### src/rtl/main_pkg.sv
// Shared BCD digit type and the single-digit increment helper used by the
// digit registers and by the LED next-value logic in bcd_main.
package main_pkg;

  typedef logic [3:0] bcd_digit_t;

  localparam bcd_digit_t BCD_MAX = 4'd9;

  typedef struct packed {
    bcd_digit_t digit;
    logic       carry;
  } bcd_inc_t;

  // Codes 9..F all roll to 0 with carry so a corrupted digit self-heals on the next tick.
  function automatic bcd_inc_t bcd_inc(input bcd_digit_t d, input logic inc);
    bcd_inc_t r;
    r.digit = d;
    r.carry = 1'b0;
    if (inc) begin
      if (d >= BCD_MAX) begin
        r.digit = 4'd0;
        r.carry = 1'b1;
      end else begin
        r.digit = d + 4'd1;
        r.carry = 1'b0;
      end
    end else begin
      r.digit = d;
      r.carry = 1'b0;
    end
    return r;
  endfunction

endpackage

### src/rtl/bcd_digit.sv
// One decimal digit register: advances on inc_i, emits carry_o when it rolls
// over to 0.
module bcd_digit
  import main_pkg::*;
(
  input  logic       CLK,
  input  logic       RST_N,
  input  logic       inc_i,
  output bcd_digit_t digit_o,
  output logic       carry_o
);

  bcd_digit_t digit_q;
  bcd_digit_t digit_d;
  bcd_inc_t   nxt_s;

  assign nxt_s   = bcd_inc(digit_q, inc_i);
  assign digit_d = nxt_s.digit;
  assign carry_o = nxt_s.carry;
  assign digit_o = digit_q;

  // Digit state register.
  always_ff @(posedge CLK or negedge RST_N) begin
    if (!RST_N) begin
      digit_q <= 4'd0;
    end else begin
      digit_q <= digit_d;
    end
  end

endmodule

### src/rtl/bcd_main.sv
// Free-running 00..99 BCD heartbeat counter on an 8-LED bank, one step every
// 2**DIV clocks. Optional macro MAIN_ACTIVE_LOW_LEDS_EN inverts the LED bank.
module bcd_main
  import main_pkg::*;
#(
  parameter int unsigned DIV = 22
) (
  input  logic       CLK,
  input  logic       RST_N,
  output logic [7:0] LEDS
);

`ifdef MAIN_ACTIVE_LOW_LEDS_EN
  localparam logic [7:0] LED_MASK = 8'hFF;
`else
  localparam logic [7:0] LED_MASK = 8'h00;
`endif

  localparam logic [DIV-1:0] PRESC_ONE = DIV'(1);

  logic [DIV-1:0] presc_q;
  logic [DIV-1:0] presc_d;
  logic           tick_s;

  bcd_digit_t ones_s;
  bcd_digit_t tens_s;
  logic       ones_carry_s;
  logic       tens_carry_s;
  bcd_inc_t   ones_nxt_s;
  bcd_inc_t   tens_nxt_s;

  logic [7:0] leds_q;
  logic [7:0] leds_d;

  assign presc_d = presc_q + PRESC_ONE;
  assign tick_s  = &presc_q;

  // Prescaler wraps naturally at 2**DIV-1 -> 0.
  always_ff @(posedge CLK or negedge RST_N) begin
    if (!RST_N) begin
      presc_q <= '0;
    end else begin
      presc_q <= presc_d;
    end
  end

  bcd_digit u_ones (
    .CLK     (CLK),
    .RST_N   (RST_N),
    .inc_i   (tick_s),
    .digit_o (ones_s),
    .carry_o (ones_carry_s)
  );

  bcd_digit u_tens (
    .CLK     (CLK),
    .RST_N   (RST_N),
    .inc_i   (ones_carry_s),
    .digit_o (tens_s),
    .carry_o (tens_carry_s)
  );

  // LEDS loads the digits' next values so it changes on the same edge as they do.
  always_comb begin
    ones_nxt_s = bcd_inc(ones_s, tick_s);
    tens_nxt_s = bcd_inc(tens_s, ones_carry_s);
    leds_d     = {tens_nxt_s.digit, ones_nxt_s.digit} ^ LED_MASK;
  end

  // LED output register.
  always_ff @(posedge CLK or negedge RST_N) begin
    if (!RST_N) begin
      leds_q <= LED_MASK;
    end else begin
      leds_q <= leds_d;
    end
  end

  assign LEDS = leds_q;

endmodule

### config.mk
export PLATFORM = sky130hd
export DESIGN_NAME = bcd_main
export DESIGN_NICKNAME = d
export VERILOG_FILES = /design/src/rtl/main_pkg.sv /design/src/rtl/bcd_digit.sv /design/src/rtl/bcd_main.sv
export SDC_FILE = /design/constraint.sdc
export NUM_CORES = 1
export LEC_CHECK = 0
export BUFFER_PORTS_ARGS = -buffer_cell sky130_fd_sc_hd__clkbuf_2
export CORE_ASPECT_RATIO = 0.7
export CORE_MARGIN = 4
export CORE_UTILIZATION = 42
export CTS_CLUSTER_SIZE = 8
export DETAILED_ROUTE_END_ITERATION = 10
export PLACE_DENSITY = 0.57
export SYNTH_ARGS = -nofsm -noshare
export SYNTH_HDL_FRONTEND = slang
export SYNTH_HIERARCHICAL = 1
export SYNTH_SLANG_ARGS = --single-unit
### constraint.sdc
create_clock -name CLK -period 4.6 [get_ports CLK]
set_clock_uncertainty 0.2 [all_clocks]
set_input_delay 0.23 -clock CLK [delete_from_list [all_inputs] [get_ports CLK]]
set_output_delay 0.23 -clock CLK [all_outputs]
set_load 0.01 [all_outputs]
==> After elaboration in Yosys (flattened, before gate mapping) <==
Cells that the tools add are included.
{ "word_totals": {"input_bits": 2, "reg_bits": 38, "output_inout_bits": 8, "word_cells": 14} }
{ "op_classes": {"n_mux": 4, "n_addsub": 3, "n_reduce_logical": 1, "n_lt_le_gt_ge": 2} }
{ "ops": {"columns": ["cell", "n"], "rows": [
  ["$add 22x1->22 const B", 1],
  ["$reduce_and 22->1", 1],
  ["$mux 5", 4],
  ["$add 4x1->4 const B", 2],
  ["$ge 4x4->1 const B", 2]
]} }

==> Longest topological paths before layout <==
Gate-level depths: netlist of the first run.
{ "depth": {"ltp_word": 4, "ltp_mapped": 9, "ltp_nobuf": 8} }

==> Hierarchy <==
Netlist of the first run, hierarchy kept.
{ "by_module_without_submodules": {"columns": ["mod", "cells_each", "area_each_um2", "seq_area_each_um2", "instances"], "rows": [
  ["bcd_main", 128, 1448.9, 750.7, 1],
  ["bcd_digit", 27, 246.5, 100.1, 2]
]} }

==> Worst setup path before layout of the first run <==
Ideal clock, no wire load.
{ "synth_timing": {"kind": "register to register", "startpoint": "reg presc_q[9]", "endpoint": "reg u_tens.digit_q[3], in the netlist u_tens/digit_o[3]", "setup_ps": 125, "arrival_ps": 1890, "period_less_slack_ps": 2215, "setup_slack_ps": 2385, "path_buffers": 1, "stages_incl_launch_ff": 9, "t_required_ps": 4275, "cell_sequence": "dfrtp_1 nand3_1 nor4_4 and3_1 buf_6 and2_1 nand2b_1 o21ai_1 o21bai_1"} }
{ "synth_between": {"elab_chain_cells": 3} }
{ "synth_lines": {"columns": ["element", "line", "rtl"], "rows": [
  ["from (decl)", "bcd_main.sv:21", "logic [DIV-1:0] presc_q;"],
  ["from (signal assigned)", "bcd_main.sv:43", "presc_q <= presc_d;"],
  ["$reduce_and 22->1", "bcd_main.sv:36", "assign tick_s = &presc_q;"],
  ["named net tick_s", "bcd_main.sv:23", "logic tick_s;"],
  ["$mux 5", null, null],
  ["named net ones_carry_s", "bcd_main.sv:27", "logic ones_carry_s;"],
  ["$mux 5", null, null],
  ["to (signal assigned)", "bcd_digit.sv:27", "digit_q <= digit_d;"],
  ["to (decl)", "bcd_digit.sv:13", "bcd_digit_t digit_q;"]
]} }
The timed path passes the listed nets, and every way through them passes these cells.

==> results of run 1 <==
-- report_power, final --
part | switching (mW) | internal (mW)
Combinational | 0.00632 | 0.000828
Clock | 0.105 | 0.104
Sequential | 0 | 0.334
Total | 0.111 | 0.439
-- flip-flops by register name, summed over array words and instances, names as in the netlist --
name,flops
presc_q,22
u_ones/digit_o,4
u_tens/digit_o,4
LEDS,8
-- routing by layer --
| metal | vias to the layer above | GRT usage | part of all wire |
|---|---|---|---|
| met4 | 0 | 0.0539 | 0.015 |
| met2 | 12 | 0.204 | 0.44 |
| met3 | 7 | 0.0407 | 0.036 |
| li1 | 655 | - | - |
| met5 | - | 0 | 0 |
| met1 | 634 | 0.170 | 0.51 |
-- stage by stage --
| stage | total power [mW] | worst slack (ns) | cell area [um^2] |
|---|---|---|---|
| finish | 0.550 | 1.88 | 2120 |
| detailed placement | 0.348 | 1.91 | 2040 |
| CTS | 0.559 | 1.86 | 2120 |
| floorplan | 0.340 | 2.40 | 1940 |
| global placement | 0.347 | 2.04 | 2040 |
| global route | 0.575 | 1.53 | 2120 |
-- cell type report --
type,count,share of cell area
well taps,55,0.0324
inverters,11,0.0194
flip-flops and latches,38,0.448
repair buffers,10,0.0259
multi-input cells,131,0.439
clock buffers,7,0.0359
-- final timing paths --
kind,start,to,slack (ns),cells after the start
min reg2reg,presc_q[0]$_DFF_PN0_,presc_q[0]$_DFF_PN0_,0.25,1
min in group asynchronous,RST_N,presc_q[7]$_DFF_PN0_,0.42,2
max reg2reg,presc_q[0]$_DFF_PN0_,LEDS[6]$_DFF_PN0_,1.88,7
max in group asynchronous,RST_N,presc_q[12]$_DFF_PN0_,3.20,2
max,presc_q[0]$_DFF_PN0_,LEDS[6]$_DFF_PN0_,1.88,7
min,presc_q[0]$_DFF_PN0_,presc_q[0]$_DFF_PN0_,0.25,1
-- timing repair --
action	CTS	global route
endpoints found under the hold margin	38	0
endpoints found under the setup margin	0	0
hold buffers	1	0
==> metrics.txt, run 1 <==
worst vdd ir 0.119 mV; die area 5780 um^2; Crit Path Category reg2reg; leading cell type in the layout, fill and taps excluded dfrtp_1; CTS tree done; Area Growth Syn to Fin 9.76%; status complete, no violations; Skew-Pair Late Insertion Delay 0.28 ns; Top-Level Pins 10; Fin. Hold Viols 0; # nets final 212; die width 89.1 um; post-synthesis cell count 181; CTS max path bufs 2; fin. max-slew vios 0; wire length per cell 13.1 um; first-pass GRT wire length 5910 um; number of global-route vias before repair 1284; total gr overflow 0; Port Buffers 9; Vias/cell 5.19; Worst path slowest cell and3_1; initial antenna violation count 0; HPWL after DPL 2300 um; Inst Count DP 244; commonest cells after routing, fill and taps aside dfrtp_1, nand2_1, xnor2_1; worst-margin pin slew 0.936 ns; Synth Cell Area 1940 um^2; multi-input logic area 932 um^2; setup TNS 0 ns; final clock period utilization by the worst path 0.590; minimum clock period 2.72 ns; final setup fails 0; DR iter-0 viols 47; Total Wirelength 3300 um; FILL cells 405; post-CTS sizing 0; Worst EP arrival 2.72 ns; Lkg Pwr 0.945 nW; TritonCTS Buffers 5; Worst Path Max Fanout 15; H-tree depth 2; CP Data Required Time 4.60 ns; Layout Cells excl Fill 252; RSZ-0062 raised after global routing false; Avg Inst Size Synth 10.7 um^2; Ys Warns 6; PwrDens 259 nW/um^2; Crit path max-delay family simple AND/OR/NAND/NOR gates; gpl congestion 0.824; final hold slack 0.254 ns; max_slew headroom 0.376; n_diodes 0; row count 20; # DRC 0; startpoint types flop; starting density of the core 0.439; postcts setup bufs 0; Clock Sink Count 38; maxcap violations 0; flip-flop and latch area 951 um^2; layout cells sized above 1 0.0964; Final Util 0.482; Final ANT Viol Nets 0; via count 1308; chip height 64.8 um; f_max 368 MHz; clk slew on worst S/H paths 0.06 ns; largest net degree at the start of global routing 39; syn nets 196; slowest stage delay, CP 0.52 ns; critical path endpoint category flop; worst-path cell chain ha_1 > nand2_1 > nor4_4 > and3_1 > and2_1 > o21ai_0 > o2bb2ai_1; drt pass-1 iters 4; core box area 4400 um^2; Root Buffer clkbuf_8; global-route usage over all layers 0.132; Hold Crit Class reg2reg; Buf/Inv on CP 0
Note: power is estimated with default switching activity, not from simulation.
==> inputs of run 2 (changes only) <==
- ABC_AREA: unset -> 1
- PLACE_DENSITY: 0.57 -> 0.59
- clock period: 4.6 -> 2.45 ns (I/O delays scaled with it)
==> metrics.txt, run 2 <==
gpl congestion 0.822; die width 93.8 um; Worst Path Max Fanout 8; commonest cells after routing, fill and taps aside nand2_1, dfrtp_1, inv_1; Crit Path Category reg2reg; simple-gate share of the synthesized area 0.334; Seq cells post-synth 38; via count 1555; H-tree depth 2; Final ANT Viol Nets 0; starting density of the core 0.443; top post-synthesis cells by area dfrtp_1, nand2_1, ha_1; Vias/cell 4.48; Worst path slowest cell dfrtp_1; critical path endpoint category flop; worst-path cell chain ha_1 > inv_2 > nor2_4 > nand2_4 > nor2_8 > nand2_4 > inv_1 > inv_1 > nor2_2 > nand2_1 > xor2_1 > or2_1 > inv_1; minimum clock period 2.28 ns; pre-CTS WS 0.151 ns; status complete, no violations; largest area contributor in the netlist dfrtp_1; Top-Level Pins 10; Area after DPL 2350 um^2; Total Wirelength 3810 um; Synth Area in Compound Gates 0.0301; largest net degree at the start of global routing 24; HPWL after DPL 2890 um; max_slew headroom 0.611; Hold Crit Class in2async; Post-synth EDFFs 0; slowest stage delay, CP 0.37 ns; CTS tree done; syn nets 268; setup TNS 0 ns; initial antenna violation count 0; Worst EP arrival 2.31 ns; RSZ-0062 raised after global routing false; Final WS setup 0.168 ns; count leader, synth nand2_1; Fin. Hold Viols 0; maxcap violations 0; # nets final 293; post-synthesis cell count 253; Skew-Pair Late Insertion Delay 0.28 ns; gr busiest metal met1; post-route cell area 2440 um^2; DR iter-0 viols 71; Avg Inst Size Synth 8.55 um^2; synth unique cells 22; f_max 438 MHz; Tot Pwr 1.05 mW; clk slew on worst S/H paths 0.07 ns; CTS max path bufs 2; PwrDens 430 nW/um^2; Crit path top cell by count inv_1; startpoint types flop; # DRC 0; final setup fails 0; Yosys top cell area share 0.440; Synth Flop Type dfrtp_1; chip height 68.0 um; FILL cells 497; drt pass-1 iters 4; layout cells sized above 1 0.176; worst-margin pin slew 0.584 ns; postcts setup bufs 0; wire length per cell 11.0 um; TritonCTS Buffers 5; post-synthesis sequential area ratio 0.440; Area Growth Syn to Fin 12.8%; first-pass GRT wire length 6870 um; met3 Track Usage GR 0.0363; leading cell type in the layout, fill and taps excluded nand2_1; met2 usage 0.200; Clock Sink Count 38; CP Data Required Time 2.48 ns; worst vdd ir 0.299 mV; asr flop ratio synth 1.00; Adder-Cell Fraction of Synth Area 0.0752; Ys Warns 6; max reg flops 22; total gr overflow 0; Port Buffers 9; core box area 4890 um^2; mux cell area share after synthesis 0; main combinational cell family by area after synthesis simple AND/OR/NAND/NOR gates; Lkg Pwr 1.27 nW; global-route usage over all layers 0.139; final clock period utilization by the worst path 0.931; row count 21; Post-Synth XOR/XNOR Area 0.0729; Synth Cell Area 2160 um^2; Root Buffer clkbuf_8; number of global-route vias before repair 1485; grt met1 use 0.203; top post-synthesis cells by count nand2_1, dfrtp_1, inv_1, nor2_1, nand3_1; Reg with most FFs presc_q; fin. max-slew vios 0; n_diodes 0; die area 6380 um^2
## run 2: cell types whose count changed in the layout (fill, tap and decap cells not counted), moves of 7 or more
cell and change:
buf_4 +8, nor2_2 +7, inv_1 +15, nor2_1 +16
nand2b_1 -7, nand2_1 +52, nand3_1 +8
## run 2: metrics by stage
step / hold slack, ns / std cells / util
floorplan: -0.373 / 253 / -
global placement: -0.0468 / 339 / 0.482
detailed placement: -0.0277 / 339 / 0.482
CTS: 0.202 / 347 / 0.499
global route: 0.233 / 347 / 0.499
finish: 0.187 / 347 / 0.499
## run 2: logic make-up after synthesis
| logic type | Yosys count |
|---|---|
| simple gates | 146 |
| flops | 38 |
| buf+inv | 28 |
| xor+xnor | 18 |
| fa+ha+maj | 13 |
| compound gates | 10 |
## run 2: what timing repair did
action                                 4_1_cts  5_1_grt
endpoints found under the hold margin       21        0
resized for setup                            0        0
hold buffers                                 1        0
## run 2: path summary, 6_finish.rpt
| path | startpoint | end | slack [ns] | depth (start not counted) |
|---|---|---|---|---|
| setup / recovery | presc_q[1]$_DFF_PN0_ | LEDS[6]$_DFF_PN0_ | 0.17 | 13 |
| hold / removal | RST_N | LEDS[2]$_DFF_PN0_ | 0.19 | 2 |
| setup reg to reg | presc_q[1]$_DFF_PN0_ | LEDS[6]$_DFF_PN0_ | 0.17 | 13 |
| hold reg to reg | presc_q[6]$_DFF_PN0_ | presc_q[6]$_DFF_PN0_ | 0.29 | 1 |
| max in group asynchronous | RST_N | presc_q[8]$_DFF_PN0_ | 1.31 | 3 |
| min in group CLK | presc_q[6]$_DFF_PN0_ | presc_q[6]$_DFF_PN0_ | 0.29 | 1 |
## run 2: worst max-delay path, delay by kind of cell, from the launching register on
family / cells / cell delay (ns)
XOR/XNOR: 1 / 0.14
AND/OR/NAND/NOR: 7 / 1.08
buffers and inverters: 4 / 0.25
flip-flops: 1 / 0.37
adder cells (fa/ha/maj): 1 / 0.19
## run 2: final cells by class
| class | count | area, um^2 | share of cell area |
|---|---|---|---|
| Inverter | 28 | 105 | 0.0431 |
| Multi-Input combinational cell | 187 | 1110 | 0.454 |
| Timing Repair Buffer | 18 | 115 | 0.0472 |
| Clock buffer | 7 | 76.3 | 0.0313 |
| Sequential cell | 38 | 951 | 0.390 |
| Tap cell | 69 | 86.3 | 0.0354 |
## run 2: routing by layer
metal  wire length (um)  share of wire  vias to the layer above
met5                  0              0                        -
met4                 24         0.0063                        0
met3                120          0.031                        2
met2               1510           0.40                       14
met1               2150           0.57                      707
li1                   -              -                      832
## run 2: where the power goes
part	leakage [nW]	internal, mW	switching, mW
registers	0.517	0.627	0
clock network	0.0383	0.196	0.211
logic	0.711	0.00364	0.0128
